==> src/rtl/multicycle_ctrl_fsm_pkg.sv <==
// Shared types and encodings for the multicycle RV32I control FSM.
package ctrl_pkg;

  typedef enum logic [2:0] {
    ST_IF   = 3'd0,
    ST_ID   = 3'd1,
    ST_EX   = 3'd2,
    ST_MEM  = 3'd3,
    ST_WB   = 3'd4,
    ST_HALT = 3'd6,
    ST_TRAP = 3'd7
  } stage_e;

  typedef enum logic [3:0] {
    C_LUI, C_AUIPC, C_JAL, C_JALR, C_BRANCH, C_LOAD, C_STORE,
    C_OPIMM, C_OP, C_MD, C_SYS
  } iclass_e;

  localparam logic [6:0] OP_LUI    = 7'b0110111;
  localparam logic [6:0] OP_AUIPC  = 7'b0010111;
  localparam logic [6:0] OP_JAL    = 7'b1101111;
  localparam logic [6:0] OP_JALR   = 7'b1100111;
  localparam logic [6:0] OP_BRANCH = 7'b1100011;
  localparam logic [6:0] OP_LOAD   = 7'b0000011;
  localparam logic [6:0] OP_STORE  = 7'b0100011;
  localparam logic [6:0] OP_IMM    = 7'b0010011;
  localparam logic [6:0] OP_REG    = 7'b0110011;
  localparam logic [6:0] OP_SYSTEM = 7'b1110011;

  localparam logic [4:0] ALU_ADD  = 5'd0;
  localparam logic [4:0] ALU_SUB  = 5'd1;
  localparam logic [4:0] ALU_SLT  = 5'd2;
  localparam logic [4:0] ALU_SLTU = 5'd3;
  localparam logic [4:0] ALU_XOR  = 5'd4;
  localparam logic [4:0] ALU_OR   = 5'd5;
  localparam logic [4:0] ALU_AND  = 5'd6;
  localparam logic [4:0] ALU_SLL  = 5'd7;
  localparam logic [4:0] ALU_SRL  = 5'd8;
  localparam logic [4:0] ALU_SRA  = 5'd9;

  localparam logic [2:0] IMM_I = 3'd0;
  localparam logic [2:0] IMM_S = 3'd1;
  localparam logic [2:0] IMM_B = 3'd2;
  localparam logic [2:0] IMM_U = 3'd3;
  localparam logic [2:0] IMM_J = 3'd4;

  localparam logic [1:0] WB_ALU = 2'd0;
  localparam logic [1:0] WB_MEM = 2'd1;
  localparam logic [1:0] WB_PC  = 2'd2;
  localparam logic [1:0] WB_IMM = 2'd3;

  localparam logic [1:0] A_RS1   = 2'd0;
  localparam logic [1:0] A_PC    = 2'd1;
  localparam logic [1:0] A_OLDPC = 2'd2;

  localparam logic [1:0] B_RS2  = 2'd0;
  localparam logic [1:0] B_IMM  = 2'd1;
  localparam logic [1:0] B_FOUR = 2'd2;

  typedef struct packed {
    iclass_e    cls;
    logic [4:0] alu;
    logic [2:0] imm;
    logic       is_sign;
    logic       legal;
  } dec_t;

  function automatic logic [3:0] be_mask(input logic [1:0] size, input logic [1:0] lo);
    case (size)
      2'b00:   return 4'b0001 << lo;
      2'b01:   return 4'b0011 << lo;
      default: return 4'b1111;
    endcase
  endfunction

  function automatic logic misaligned(input logic [1:0] size, input logic [1:0] lo);
    return (size == 2'b01 && lo[0]) || (size == 2'b10 && lo != 2'b00);
  endfunction

endpackage

==> src/rtl/multicycle_ctrl_fsm_if.sv <==
// Memory handshake bundle between the control FSM (master) and memories (slave).
// MD_START exists only when CTRL_MULDIV_EN is defined.
interface multicycle_ctrl_fsm_if;
  logic       I_MEM_REQ;
  logic       I_MEM_RDY;
  logic       D_MEM_REQ;
  logic       D_MEM_RDY;
  logic       D_MEM_WEN;
  logic [3:0] D_MEM_BE;
  logic [1:0] addr_lo;
  logic       MD_DONE;
`ifdef CTRL_MULDIV_EN
  logic       MD_START;

  modport master (output I_MEM_REQ, D_MEM_REQ, D_MEM_WEN, D_MEM_BE, MD_START,
                  input  I_MEM_RDY, D_MEM_RDY, addr_lo, MD_DONE);
  modport slave  (input  I_MEM_REQ, D_MEM_REQ, D_MEM_WEN, D_MEM_BE, MD_START,
                  output I_MEM_RDY, D_MEM_RDY, addr_lo, MD_DONE);
`else
  modport master (output I_MEM_REQ, D_MEM_REQ, D_MEM_WEN, D_MEM_BE,
                  input  I_MEM_RDY, D_MEM_RDY, addr_lo, MD_DONE);
  modport slave  (input  I_MEM_REQ, D_MEM_REQ, D_MEM_WEN, D_MEM_BE,
                  output I_MEM_RDY, D_MEM_RDY, addr_lo, MD_DONE);
`endif
endinterface

==> src/rtl/multicycle_ctrl_fsm_decode.sv <==
// Combinational RV32I decode: class, ALU op, immediate format, legality.
// RV32M encodings are legal only when CTRL_MULDIV_EN is defined.
module ctrl_decode
  import ctrl_pkg::*;
(
  input  logic [31:0] inst_i,
  output dec_t        dec_o
);

  logic [6:0] opc;
  logic [2:0] f3;
  logic [6:0] f7;
  logic [4:0] alu_f3;
  logic       unused_bits;

  assign opc = inst_i[6:0];
  assign f3  = inst_i[14:12];
  assign f7  = inst_i[31:25];
  assign unused_bits = ^{inst_i[24:15], inst_i[11:7]};

  // inst[30] selects SRA for both register and immediate shifts
  always_comb begin
    case (f3)
      3'b000:  alu_f3 = ALU_ADD;
      3'b001:  alu_f3 = ALU_SLL;
      3'b010:  alu_f3 = ALU_SLT;
      3'b011:  alu_f3 = ALU_SLTU;
      3'b100:  alu_f3 = ALU_XOR;
      3'b101:  alu_f3 = inst_i[30] ? ALU_SRA : ALU_SRL;
      3'b110:  alu_f3 = ALU_OR;
      default: alu_f3 = ALU_AND;
    endcase
  end

  always_comb begin
    dec_o.cls     = C_OP;
    dec_o.alu     = ALU_ADD;
    dec_o.imm     = IMM_I;
    dec_o.is_sign = 1'b0;
    dec_o.legal   = 1'b0;
    case (opc)
      OP_LUI:   begin dec_o.cls = C_LUI;   dec_o.imm = IMM_U; dec_o.legal = 1'b1; end
      OP_AUIPC: begin dec_o.cls = C_AUIPC; dec_o.imm = IMM_U; dec_o.legal = 1'b1; end
      OP_JAL:   begin dec_o.cls = C_JAL;   dec_o.imm = IMM_J; dec_o.legal = 1'b1; end
      OP_JALR:  begin dec_o.cls = C_JALR;  dec_o.legal = (f3 == 3'b000); end
      OP_BRANCH: begin
        dec_o.cls     = C_BRANCH;
        dec_o.imm     = IMM_B;
        dec_o.is_sign = !f3[1];
        dec_o.legal   = (f3[2:1] != 2'b01);
      end
      OP_LOAD: begin
        dec_o.cls     = C_LOAD;
        dec_o.is_sign = !f3[2];
        dec_o.legal   = (f3[1:0] != 2'b11) && !(f3[2] && f3[1]);
      end
      OP_STORE: begin
        dec_o.cls   = C_STORE;
        dec_o.imm   = IMM_S;
        dec_o.legal = !f3[2] && (f3[1:0] != 2'b11);
      end
      OP_IMM: begin
        dec_o.cls = C_OPIMM;
        dec_o.alu = alu_f3;
        if (f3 == 3'b001)      dec_o.legal = (f7 == 7'b0000000);
        else if (f3 == 3'b101) dec_o.legal = (f7 == 7'b0000000) || (f7 == 7'b0100000);
        else                   dec_o.legal = 1'b1;
      end
      OP_REG: begin
        if (f7 == 7'b0000000) begin
          dec_o.alu   = alu_f3;
          dec_o.legal = 1'b1;
        end else if (f7 == 7'b0100000 && (f3 == 3'b000 || f3 == 3'b101)) begin
          dec_o.alu   = (f3 == 3'b000) ? ALU_SUB : ALU_SRA;
          dec_o.legal = 1'b1;
        end
`ifdef CTRL_MULDIV_EN
        else if (f7 == 7'b0000001) begin
          dec_o.cls   = C_MD;
          dec_o.alu   = {2'b10, f3};
          dec_o.legal = 1'b1;
        end
`endif
      end
      OP_SYSTEM: begin dec_o.cls = C_SYS; dec_o.legal = 1'b1; end
      default: ;
    endcase
  end

endmodule

==> src/rtl/multicycle_ctrl_fsm.sv <==
// Multicycle RV32I control FSM: sequences IF/ID/EX/MEM/WB per instruction class.
// Define CTRL_MULDIV_EN for RV32M decode with an MD_START/MD_DONE multi-cycle EX.
module multicycle_ctrl_fsm
  import ctrl_pkg::*;
#(
  parameter int MEM_TIMEOUT = 16,
  parameter int INSTRET_W   = 32
) (
  input  logic                 CLK,
  input  logic                 RST,
  input  logic [31:0]          INST,
  input  logic [1:0]           br_control,
  multicycle_ctrl_fsm_if.master mem,
  output logic                 PC_WE,
  output logic                 IR_WE,
  output logic                 RF_WE,
  output logic                 ALU_REG_WE,
  output logic                 is_sign,
  output logic [1:0]           ASel,
  output logic [1:0]           BSel,
  output logic [4:0]           alu_control,
  output logic [1:0]           wbSel,
  output logic                 pcSel,
  output logic [2:0]           imm_control,
  output logic [2:0]           stage,
  output logic                 ILLEGAL,
  output logic                 MISALIGN,
  output logic                 TIMEOUT,
  output logic                 HALT,
  output logic [INSTRET_W-1:0] INSTRET
);

  localparam logic [7:0] TO_LAST = 8'(MEM_TIMEOUT - 1);

  stage_e               state_q, state_d;
  logic [7:0]           cnt_q, cnt_d;
  logic [INSTRET_W-1:0] instret_q, instret_d;
  logic                 ill_q, ill_d, mis_q, mis_d, to_q, to_d, halt_q, halt_d;
  dec_t                 dec;
  logic                 taken, wait_c, md_start;
  logic                 i_req, d_req, d_wen;
  logic [3:0]           d_be;

  ctrl_decode u_dec (.inst_i(INST), .dec_o(dec));

  always_comb begin
    case (INST[14:12])
      3'b000:         taken = br_control[1];
      3'b001:         taken = !br_control[1];
      3'b100, 3'b110: taken = !br_control[1] && br_control[0];
      3'b101, 3'b111: taken = !br_control[0];
      default:        taken = 1'b0;
    endcase
  end

  always_ff @(posedge CLK) begin
    if (RST) begin
      state_q   <= ST_IF;
      cnt_q     <= '0;
      instret_q <= '0;
      ill_q     <= 1'b0;
      mis_q     <= 1'b0;
      to_q      <= 1'b0;
      halt_q    <= 1'b0;
    end else begin
      state_q   <= state_d;
      cnt_q     <= cnt_d;
      instret_q <= instret_d;
      ill_q     <= ill_d;
      mis_q     <= mis_d;
      to_q      <= to_d;
      halt_q    <= halt_d;
    end
  end

  // Outputs are forced to their idle values while RST is high so a reset
  // landing mid-instruction commits nothing.
  always_comb begin
    state_d     = state_q;
    ill_d       = ill_q;
    mis_d       = mis_q;
    to_d        = to_q;
    halt_d      = halt_q;
    i_req       = 1'b0;
    d_req       = 1'b0;
    d_wen       = 1'b1;
    d_be        = 4'b0000;
    PC_WE       = 1'b0;
    IR_WE       = 1'b0;
    RF_WE       = 1'b0;
    ALU_REG_WE  = 1'b0;
    is_sign     = 1'b0;
    ASel        = A_RS1;
    BSel        = B_RS2;
    alu_control = ALU_ADD;
    wbSel       = WB_ALU;
    pcSel       = 1'b0;
    imm_control = IMM_I;
    wait_c      = 1'b0;
    md_start    = 1'b0;
    if (!RST) begin
      case (state_q)
        ST_IF: begin
          i_req = 1'b1;
          ASel  = A_PC;
          BSel  = B_FOUR;
          if (mem.I_MEM_RDY) begin
            IR_WE = 1'b1;
            PC_WE = 1'b1;
            if (!dec.legal) begin
              state_d = ST_TRAP;
              ill_d   = 1'b1;
            end else begin
              case (dec.cls)
                C_SYS:        begin state_d = ST_HALT; halt_d = 1'b1; end
                C_LUI:        state_d = ST_WB;
                C_AUIPC,
                C_JAL:        state_d = ST_EX;
                default:      state_d = ST_ID;
              endcase
            end
          end else begin
            wait_c = 1'b1;
            if (cnt_q == TO_LAST) begin
              state_d = ST_TRAP;
              to_d    = 1'b1;
            end
          end
        end
        ST_ID: begin
          imm_control = dec.imm;
          is_sign     = dec.is_sign;
          if (dec.cls == C_BRANCH) begin
            ASel       = A_OLDPC;
            BSel       = B_IMM;
            ALU_REG_WE = 1'b1;
          end
          state_d = ST_EX;
        end
        ST_EX: begin
          imm_control = dec.imm;
          is_sign     = dec.is_sign;
          alu_control = dec.alu;
          state_d     = ST_WB;
          case (dec.cls)
            C_BRANCH: begin
              pcSel   = 1'b1;
              PC_WE   = taken;
              state_d = ST_IF;
            end
            C_JAL: begin
              ASel  = A_OLDPC;
              BSel  = B_IMM;
              PC_WE = 1'b1;
            end
            C_JALR: begin
              BSel  = B_IMM;
              PC_WE = 1'b1;
            end
            C_AUIPC: begin
              ASel       = A_OLDPC;
              BSel       = B_IMM;
              ALU_REG_WE = 1'b1;
            end
            C_OP: ALU_REG_WE = 1'b1;
`ifdef CTRL_MULDIV_EN
            // cnt_q only stays zero on the first EX cycle while MD_DONE is low
            C_MD: begin
              md_start = (cnt_q == 8'd0);
              if (mem.MD_DONE) begin
                ALU_REG_WE = 1'b1;
              end else begin
                wait_c  = 1'b1;
                state_d = ST_EX;
                if (cnt_q == TO_LAST) begin
                  state_d = ST_TRAP;
                  to_d    = 1'b1;
                end
              end
            end
`endif
            C_LOAD, C_STORE: begin
              BSel       = B_IMM;
              ALU_REG_WE = 1'b1;
              state_d    = ST_MEM;
            end
            default: begin
              BSel       = B_IMM;
              ALU_REG_WE = 1'b1;
            end
          endcase
        end
        ST_MEM: begin
          imm_control = dec.imm;
          is_sign     = dec.is_sign;
          if (misaligned(INST[13:12], mem.addr_lo)) begin
            state_d = ST_TRAP;
            mis_d   = 1'b1;
          end else begin
            d_req = 1'b1;
            d_wen = (dec.cls != C_STORE);
            d_be  = be_mask(INST[13:12], mem.addr_lo);
            if (mem.D_MEM_RDY) begin
              state_d = (dec.cls == C_STORE) ? ST_IF : ST_WB;
            end else begin
              wait_c = 1'b1;
              if (cnt_q == TO_LAST) begin
                state_d = ST_TRAP;
                to_d    = 1'b1;
              end
            end
          end
        end
        ST_WB: begin
          RF_WE       = 1'b1;
          imm_control = dec.imm;
          is_sign     = dec.is_sign;
          case (dec.cls)
            C_JAL, C_JALR: wbSel = WB_PC;
            C_LUI:         wbSel = WB_IMM;
            C_LOAD:        wbSel = WB_MEM;
            default:       wbSel = WB_ALU;
          endcase
          state_d = ST_IF;
        end
        default: ;
      endcase
    end
  end

  always_comb begin
    if (state_d != state_q) cnt_d = '0;
    else if (wait_c)        cnt_d = cnt_q + 8'd1;
    else                    cnt_d = cnt_q;
    if (state_q != ST_IF && state_d == ST_IF)
      instret_d = instret_q + {{(INSTRET_W-1){1'b0}}, 1'b1};
    else
      instret_d = instret_q;
  end

  assign mem.I_MEM_REQ = i_req;
  assign mem.D_MEM_REQ = d_req;
  assign mem.D_MEM_WEN = d_wen;
  assign mem.D_MEM_BE  = d_be;
`ifdef CTRL_MULDIV_EN
  assign mem.MD_START  = md_start;
`else
  logic unused_md;
  assign unused_md = mem.MD_DONE ^ md_start;
`endif

  assign stage    = state_q;
  assign ILLEGAL  = ill_q;
  assign MISALIGN = mis_q;
  assign TIMEOUT  = to_q;
  assign HALT     = halt_q;
  assign INSTRET  = instret_q;

endmodule
==> src/flat_wrapper.sv <==
// flat-port wrapper written by rule: the top's interface ports become plain ports
module multicycle_ctrl_fsm_flat import ctrl_pkg::*;
#(
  parameter int MEM_TIMEOUT = 16,
  parameter int INSTRET_W   = 32
)
  (CLK, RST, INST, br_control, PC_WE, IR_WE, RF_WE, ALU_REG_WE, is_sign, ASel, BSel, alu_control, wbSel, pcSel, imm_control, stage, ILLEGAL, MISALIGN, TIMEOUT, HALT, INSTRET, mem_I_MEM_REQ, mem_D_MEM_REQ, mem_D_MEM_WEN, mem_D_MEM_BE, mem_I_MEM_RDY, mem_D_MEM_RDY, mem_addr_lo, mem_MD_DONE);
  multicycle_ctrl_fsm_if mem_i ();
  input  logic CLK;
  input  logic RST;
  input  logic [31:0] INST;
  input  logic [1:0] br_control;
  output logic PC_WE;
  output logic IR_WE;
  output logic RF_WE;
  output logic ALU_REG_WE;
  output logic is_sign;
  output logic [1:0] ASel;
  output logic [1:0] BSel;
  output logic [4:0] alu_control;
  output logic [1:0] wbSel;
  output logic pcSel;
  output logic [2:0] imm_control;
  output logic [2:0] stage;
  output logic ILLEGAL;
  output logic MISALIGN;
  output logic TIMEOUT;
  output logic HALT;
  output logic [INSTRET_W-1:0] INSTRET;
  output wire logic [$bits(mem_i.I_MEM_REQ)-1:0] mem_I_MEM_REQ;
  output wire logic [$bits(mem_i.D_MEM_REQ)-1:0] mem_D_MEM_REQ;
  output wire logic [$bits(mem_i.D_MEM_WEN)-1:0] mem_D_MEM_WEN;
  output wire logic [$bits(mem_i.D_MEM_BE)-1:0] mem_D_MEM_BE;
  input wire logic [$bits(mem_i.I_MEM_RDY)-1:0] mem_I_MEM_RDY;
  input wire logic [$bits(mem_i.D_MEM_RDY)-1:0] mem_D_MEM_RDY;
  input wire logic [$bits(mem_i.addr_lo)-1:0] mem_addr_lo;
  input wire logic [$bits(mem_i.MD_DONE)-1:0] mem_MD_DONE;
  assign mem_I_MEM_REQ = mem_i.I_MEM_REQ;
  assign mem_D_MEM_REQ = mem_i.D_MEM_REQ;
  assign mem_D_MEM_WEN = mem_i.D_MEM_WEN;
  assign mem_D_MEM_BE = mem_i.D_MEM_BE;
  assign mem_i.I_MEM_RDY = mem_I_MEM_RDY;
  assign mem_i.D_MEM_RDY = mem_D_MEM_RDY;
  assign mem_i.addr_lo = mem_addr_lo;
  assign mem_i.MD_DONE = mem_MD_DONE;
  multicycle_ctrl_fsm #(.MEM_TIMEOUT(MEM_TIMEOUT), .INSTRET_W(INSTRET_W)) u_core (.CLK(CLK), .RST(RST), .INST(INST), .br_control(br_control), .mem(mem_i), .PC_WE(PC_WE), .IR_WE(IR_WE), .RF_WE(RF_WE), .ALU_REG_WE(ALU_REG_WE), .is_sign(is_sign), .ASel(ASel), .BSel(BSel), .alu_control(alu_control), .wbSel(wbSel), .pcSel(pcSel), .imm_control(imm_control), .stage(stage), .ILLEGAL(ILLEGAL), .MISALIGN(MISALIGN), .TIMEOUT(TIMEOUT), .HALT(HALT), .INSTRET(INSTRET));
endmodule
==> config.mk <==
export PLATFORM = sky130hd
export DESIGN_NAME = multicycle_ctrl_fsm_flat
export DESIGN_NICKNAME = d
export VERILOG_FILES = /design/src/rtl/multicycle_ctrl_fsm_pkg.sv /design/src/rtl/multicycle_ctrl_fsm_if.sv /design/src/rtl/multicycle_ctrl_fsm_decode.sv /design/src/rtl/multicycle_ctrl_fsm.sv /design/src/flat_wrapper.sv
export SDC_FILE = /design/constraint.sdc
export NUM_CORES = 1
export LEC_CHECK = 0
export CAP_MARGIN = 30
export CORE_MARGIN = 2
export CORE_UTILIZATION = 50
export CTS_CLUSTER_SIZE = 14
export DETAILED_ROUTE_END_ITERATION = 12
export PLACE_DENSITY = 0.86
export SLEW_MARGIN = 30
export SYNTH_ARGS = -nofsm -noshare
export SYNTH_HDL_FRONTEND = slang
export SYNTH_SLANG_ARGS = --single-unit
==> constraint.sdc <==
create_clock -name CLK -period 4.5 [get_ports CLK]
set_input_delay 0.9 -clock CLK [delete_from_list [all_inputs] [get_ports CLK]]
set_output_delay 0.9 -clock CLK [all_outputs]
set_load 0.05 [all_outputs]
[Yosys cells after proc, flatten, opt, wreduce, memory -nomap -nowiden]
Index checks and enable logic that the tools add are counted.
Operators by class
  add/sub/neg operators: 2
  eq/ne operators: 40
  shifts and indexed selects: 2
  muxes and demuxes: 78
  bitwise logic cells: 1
  reduce and logical (&&, ||, !) cells: 40
Operator list (count)
  1-bit two-way mux: 36
  4-bit case mux with 9 select lines: 1
  32-bit by 1-bit adder with 32-bit output, second input constant: 1
  7-bit by 6-bit == test with 1-bit output, second input constant: 4
  7-bit == test, second input constant: 4
  4-bit case mux with 7 select lines: 1
  3-bit two-way mux: 9
  4-bit two-way mux: 5
  2-bit case mux with 3 select lines: 3
  2-bit OR reduction: 8
  3-bit == test, second input constant: 5
  5-bit two-way mux: 3
  3-bit case mux with 5 select lines: 1
  7-bit by 5-bit == test with 1-bit output, second input constant: 2
  3-bit by 2-bit == test with 1-bit output, second input constant: 4
  4-bit by 3-bit == test with 1-bit output, second input constant: 3
  2-bit two-way mux: 6
  1-bit case mux with 2 select lines: 6
  3-bit case mux with 4 select lines: 1
  5-bit case mux with 2 select lines: 1
  3-bit logical NOT: 3
  3-bit case mux with 3 select lines: 1
  8-bit by 1-bit adder with 8-bit output, second input constant: 1
  4-bit by 2-bit == test with 1-bit output, second input constant: 2
  other kinds (31): 52
Storage, ports and cells
  register bits after elaboration: 47
  input port bits: 41
  output and inout bits: 66
  logic and storage cells: 170

[Logic depth before layout (Yosys ltp)]
  depth after elaboration: 12
  mapped depth: 9
  gate-level depth less buffers: 8

[Cells and area by module]
Synthesis repeated with hierarchy kept, for this count alone.
Unflattened totals
  cells, all modules: 522
  area, all modules: 4073.9 sq um
Modules (own cells, without submodules)
  multicycle_ctrl_fsm: instances 1, cells each 442, area an instance 3567.2 sq um, sequential area each 940.9 sq um
  ctrl_decode: instances 1, cells each 80, area an instance 506.7 sq um, sequential area each 0.0 sq um

[Worst setup path after synthesis]
OpenSTA, ideal clock, no wires.
  path type: input -> output
  start: in RST
  end: out ASel[0]
  data arrival time: 3.160 ns
  required time: 3.600 ns
  path slack: 0.440 ns
  cell stages on the path: 3
  path buffers: 2
  path through: clkbuf_1 -> nor4_1 -> buf_4
Between the ends
  cells in the longest elaborated chain, start to end: 1
RTL lines
  from (decl): RTL line flat_wrapper.sv:10  | input logic RST;
  2-bit two-way mux: RTL line multicycle_ctrl_fsm.sv:101  | if (!RST) begin
  to (decl): RTL line flat_wrapper.sv:18  | output logic [1:0] ASel;
Every way passes these cells.

[Worst setup path in the final report]
  start: in INST[1]
  end: out alu_control[0]
Between the ends
  cells in the longest elaborated chain, start to end: 4
  elaborated cells on any way between the ends: 5
  classes of those cells: eq/ne (2); mux (3)
RTL lines
  from (decl): RTL line flat_wrapper.sv:11  | input logic [31:0] INST;
  7-bit by 6-bit == test with 1-bit output or 7-bit by 5-bit == test with 1-bit output (tied branches): RTL line multicycle_ctrl_fsm_decode.sv:41  | case (opc)
  5-bit case mux with 2 select lines *: RTL line multicycle_ctrl_fsm_decode.sv:41
  5-bit two-way mux *: RTL line multicycle_ctrl_fsm.sv:102  | case (state_q)
  5-bit two-way mux *: RTL line multicycle_ctrl_fsm.sv:101
  to (decl): RTL line flat_wrapper.sv:20  | output logic [4:0] alu_control;
Mark *: on every way between the ends. The rest lies on a longest branch, timed or not.

==> impl_metrics.toml <==
[die]
fp.coreArea_um2 = 6310
start_util = 0.513
pin_count = 107
die_w_um = 84.5
die-height_um = 84.5
placementRows = 29
die_area_um2 = 7140

[power]
p_sw_mw = 0.506
p_seq_frac = 0.382
ir_drop_mv = 0.204
clkPwrFrac = 0.221
power.density_nw_per_um2 = 281
power_frac_comb = 0.397
p_leak_nw = 1.52
power_mw = 1.25
p_int_mw = 0.746
switching_share = 0.404

[synthesis]
synth_edf_count = 0
synth.distinct_cells = 63
yosysSeqAreaShare = 0.290
ys_warn_count = 0
synth-seq-cells = 47
async_flop_share = 0
synthFlopType = "dfxtp_1"
syn_area_um2 = 3240
synth_nets = 484
avgSynthCellArea_um2 = 7.35
synthCells = 441

[run]
drv_cap = 0

[critical_path]
regToRegSetupSlack_ns = 1.35
cp_slowest_cell = "clkdlybuf4s50_1"
crit_arrival_ns = 3.14
critPathKind = "in2out"
timing.rr.start = "u_core.stage[0]"
rr_worst_depth = 7
cp_cell_sequence = "clkdlybuf4s50_1 > and4bb_4 > nand2_1 > nor3_1 > buf_4 > a21boi_0 > mux2i_1 > nand3_1 > a21oi_1 > buf_12"
startpoint_type = "input port"
crit_required_ns = 3.60
cp_slowest_stage_delay_ns = 0.58
rr_endpoint = "u_core.INSTRET[27]"
critPathMaxFanout = 6
endpoint_kind = "primary output"

[worst_hold_path]
min_path_cells = 1
min_path_type = "reg2reg"
min_to = "u_core.HALT"
hp-start = "u_core.HALT"

[cts]
clk_latency_ns = 0.31
clockBufferDepth = 2
cts_root_buf = "clkbuf_8"
h-tree-depth = 2
cts_tree = "built"
cts.sinks = 47
postCtsHoldBufs = 0
clk_pin_slew_worst_paths_ns = 0.08
numCtsBuffers = 5
cts_resized = 0
cts_setup_buffers = 0

[global_route]
antenna_found_initial = 0
grt_pass1_vias = 3290
grt_max_degree = 37
track_usage = 0.257
grt_pass1_wl_um = 15300
grt_overflow = 0

[sta]
setup_viol = 0
drv_slew = 0
slew_headroom = 0.438
whs_ns = 0.498
period_needed_ns = 4.04
hold_violations = 0
min_period_over_period = 0.897
worstMarginPinSlew_ns = 0.836
setup_tns_ns = 0
skew_ns = 0.0105
max_freq_mhz = 248
rsz0062_at_grt = "false"

[detailed_routing]
first_pass_iters = 5
drc_errors = 0
final_antenna_net_count = 0
via_per_inst = 6.05
wl_per_cell_um = 15.6
wirelength_um = 9310
first_iter_violations = 290
num_vias = 3616

[run_status]
status = "completed"

[placement]
gp_congestion = 0.902
hpwl_um = 6820
dpl.cell_count = 590
port_buffers = 89

[final_layout]
drive_gt1_frac = 0.102
nNetsFinal = 563
final_cell_mix = "nor2_1, clkdlybuf4s50_1, dfxtp_1, a21oi_1, nand2_1"
finalNonFillerCells = 598
antenna-diode-count = 0
area_growth_pct = 37.7
final_common_cell = "nor2_1"
==> power groups by stage <==
stage | Clock, mW | Combinational (mW) | Sequential [mW]
final | 0.277 | 0.497 | 0.479
after global routing | 0.294 | 0.528 | 0.484
after CTS | 0.280 | 0.492 | 0.477
after detailed placement | 0 | 0.484 | 0.486
after global placement | 0 | 0.476 | 0.484
after floorplan | 0 | 0.296 | 0.504
==> synthesized netlist by cell type, types with 13 or more instances <==
cell | number | area (µm²)
o21ai_0 | 27 | 135
nand3_1 | 27 | 135
dfxtp_1 | 47 | 941
nand2_1 | 31 | 116
a21oi_1 | 33 | 165
inv_1 | 13 | 48.8
nor4_1 | 16 | 100
nor2_1 | 64 | 240
clkbuf_1 | 17 | 63.8
xnor2_1 | 22 | 193
or3_1 | 15 | 93.8
==> worst max-delay path: cells and delay by family <==
family / cells / cell delay, ns
buffers and inverters: 3 / 0.92
AOI/OAI and AO/OA: 2 / 0.36
and+or+nand+nor: 4 / 0.78
muxes: 1 / 0.17
==> logic make-up (layout without fill, tap and decap cells) <==
kind of cell | Yosys count | after routing | synth area share
AO/OA/AOI/OAI | 91 | 91 | 0.173
other | 1 | 1 | 0.00116
AND/OR/NAND/NOR | 228 | 228 | 0.381
buffers and inverters | 39 | 119 | 0.0544
XOR/XNOR | 27 | 27 | 0.0730
adder cells (fa/ha/maj) | 2 | 2 | 0.00772
flip-flops | 47 | 47 | 0.290
multiplexers | 6 | 6 | 0.0189
==> per-layer routing <==
metal / global-route usage / vias up / wire [µm]
li1: - / 1751 / -
met1: 0.335 / 1721 / 3920
met2: 0.429 / 127 / 4630
met3: 0.0482 / 17 / 568
met4: 0.0866 / 0 / 193
met5: 0 / - / 0
==> through the flow <==
step                area, µm²   util  worst slack [ns]
floorplan                3240      -             0.440
global placement         4370  0.691             0.494
detailed placement       4370  0.691             0.483
CTS                      4460  0.707             0.481
global route             4460  0.707             0.309
finish                   4460  0.707             0.464
==> sequential cells by signal, indices dropped and copies added, names as in the netlist <==
register	count
u_core.HALT	1
u_core.ILLEGAL	1
u_core.INSTRET	32
u_core.MISALIGN	1
u_core.TIMEOUT	1
u_core.cnt_q	8
u_core.stage	3
==> final cells by class <==
type                            count  area [µm²]
Timing Repair Buffer               98        1160
Multi-Input combinational cell    355        2120
Sequential cell                    47         941
Clock buffer                        6        82.6
Inverter                           13        48.8
Clock inverter                      2        13.8
Tap cell                           77        96.3
Fill cell                         525        1850
==> worst max path at each step <==
stage | startpoint | end | cells after the start
detailed placement | INST[1] | alu_control[0] | 10
global placement | INST[1] | alu_control[0] | 8
finish | INST[1] | alu_control[0] | 10
CTS | INST[1] | alu_control[0] | 10
floorplan | RST | ASel[0] | 3
global route | INST[1] | alu_control[0] | 10
Power figures use the tool's default switching activity.
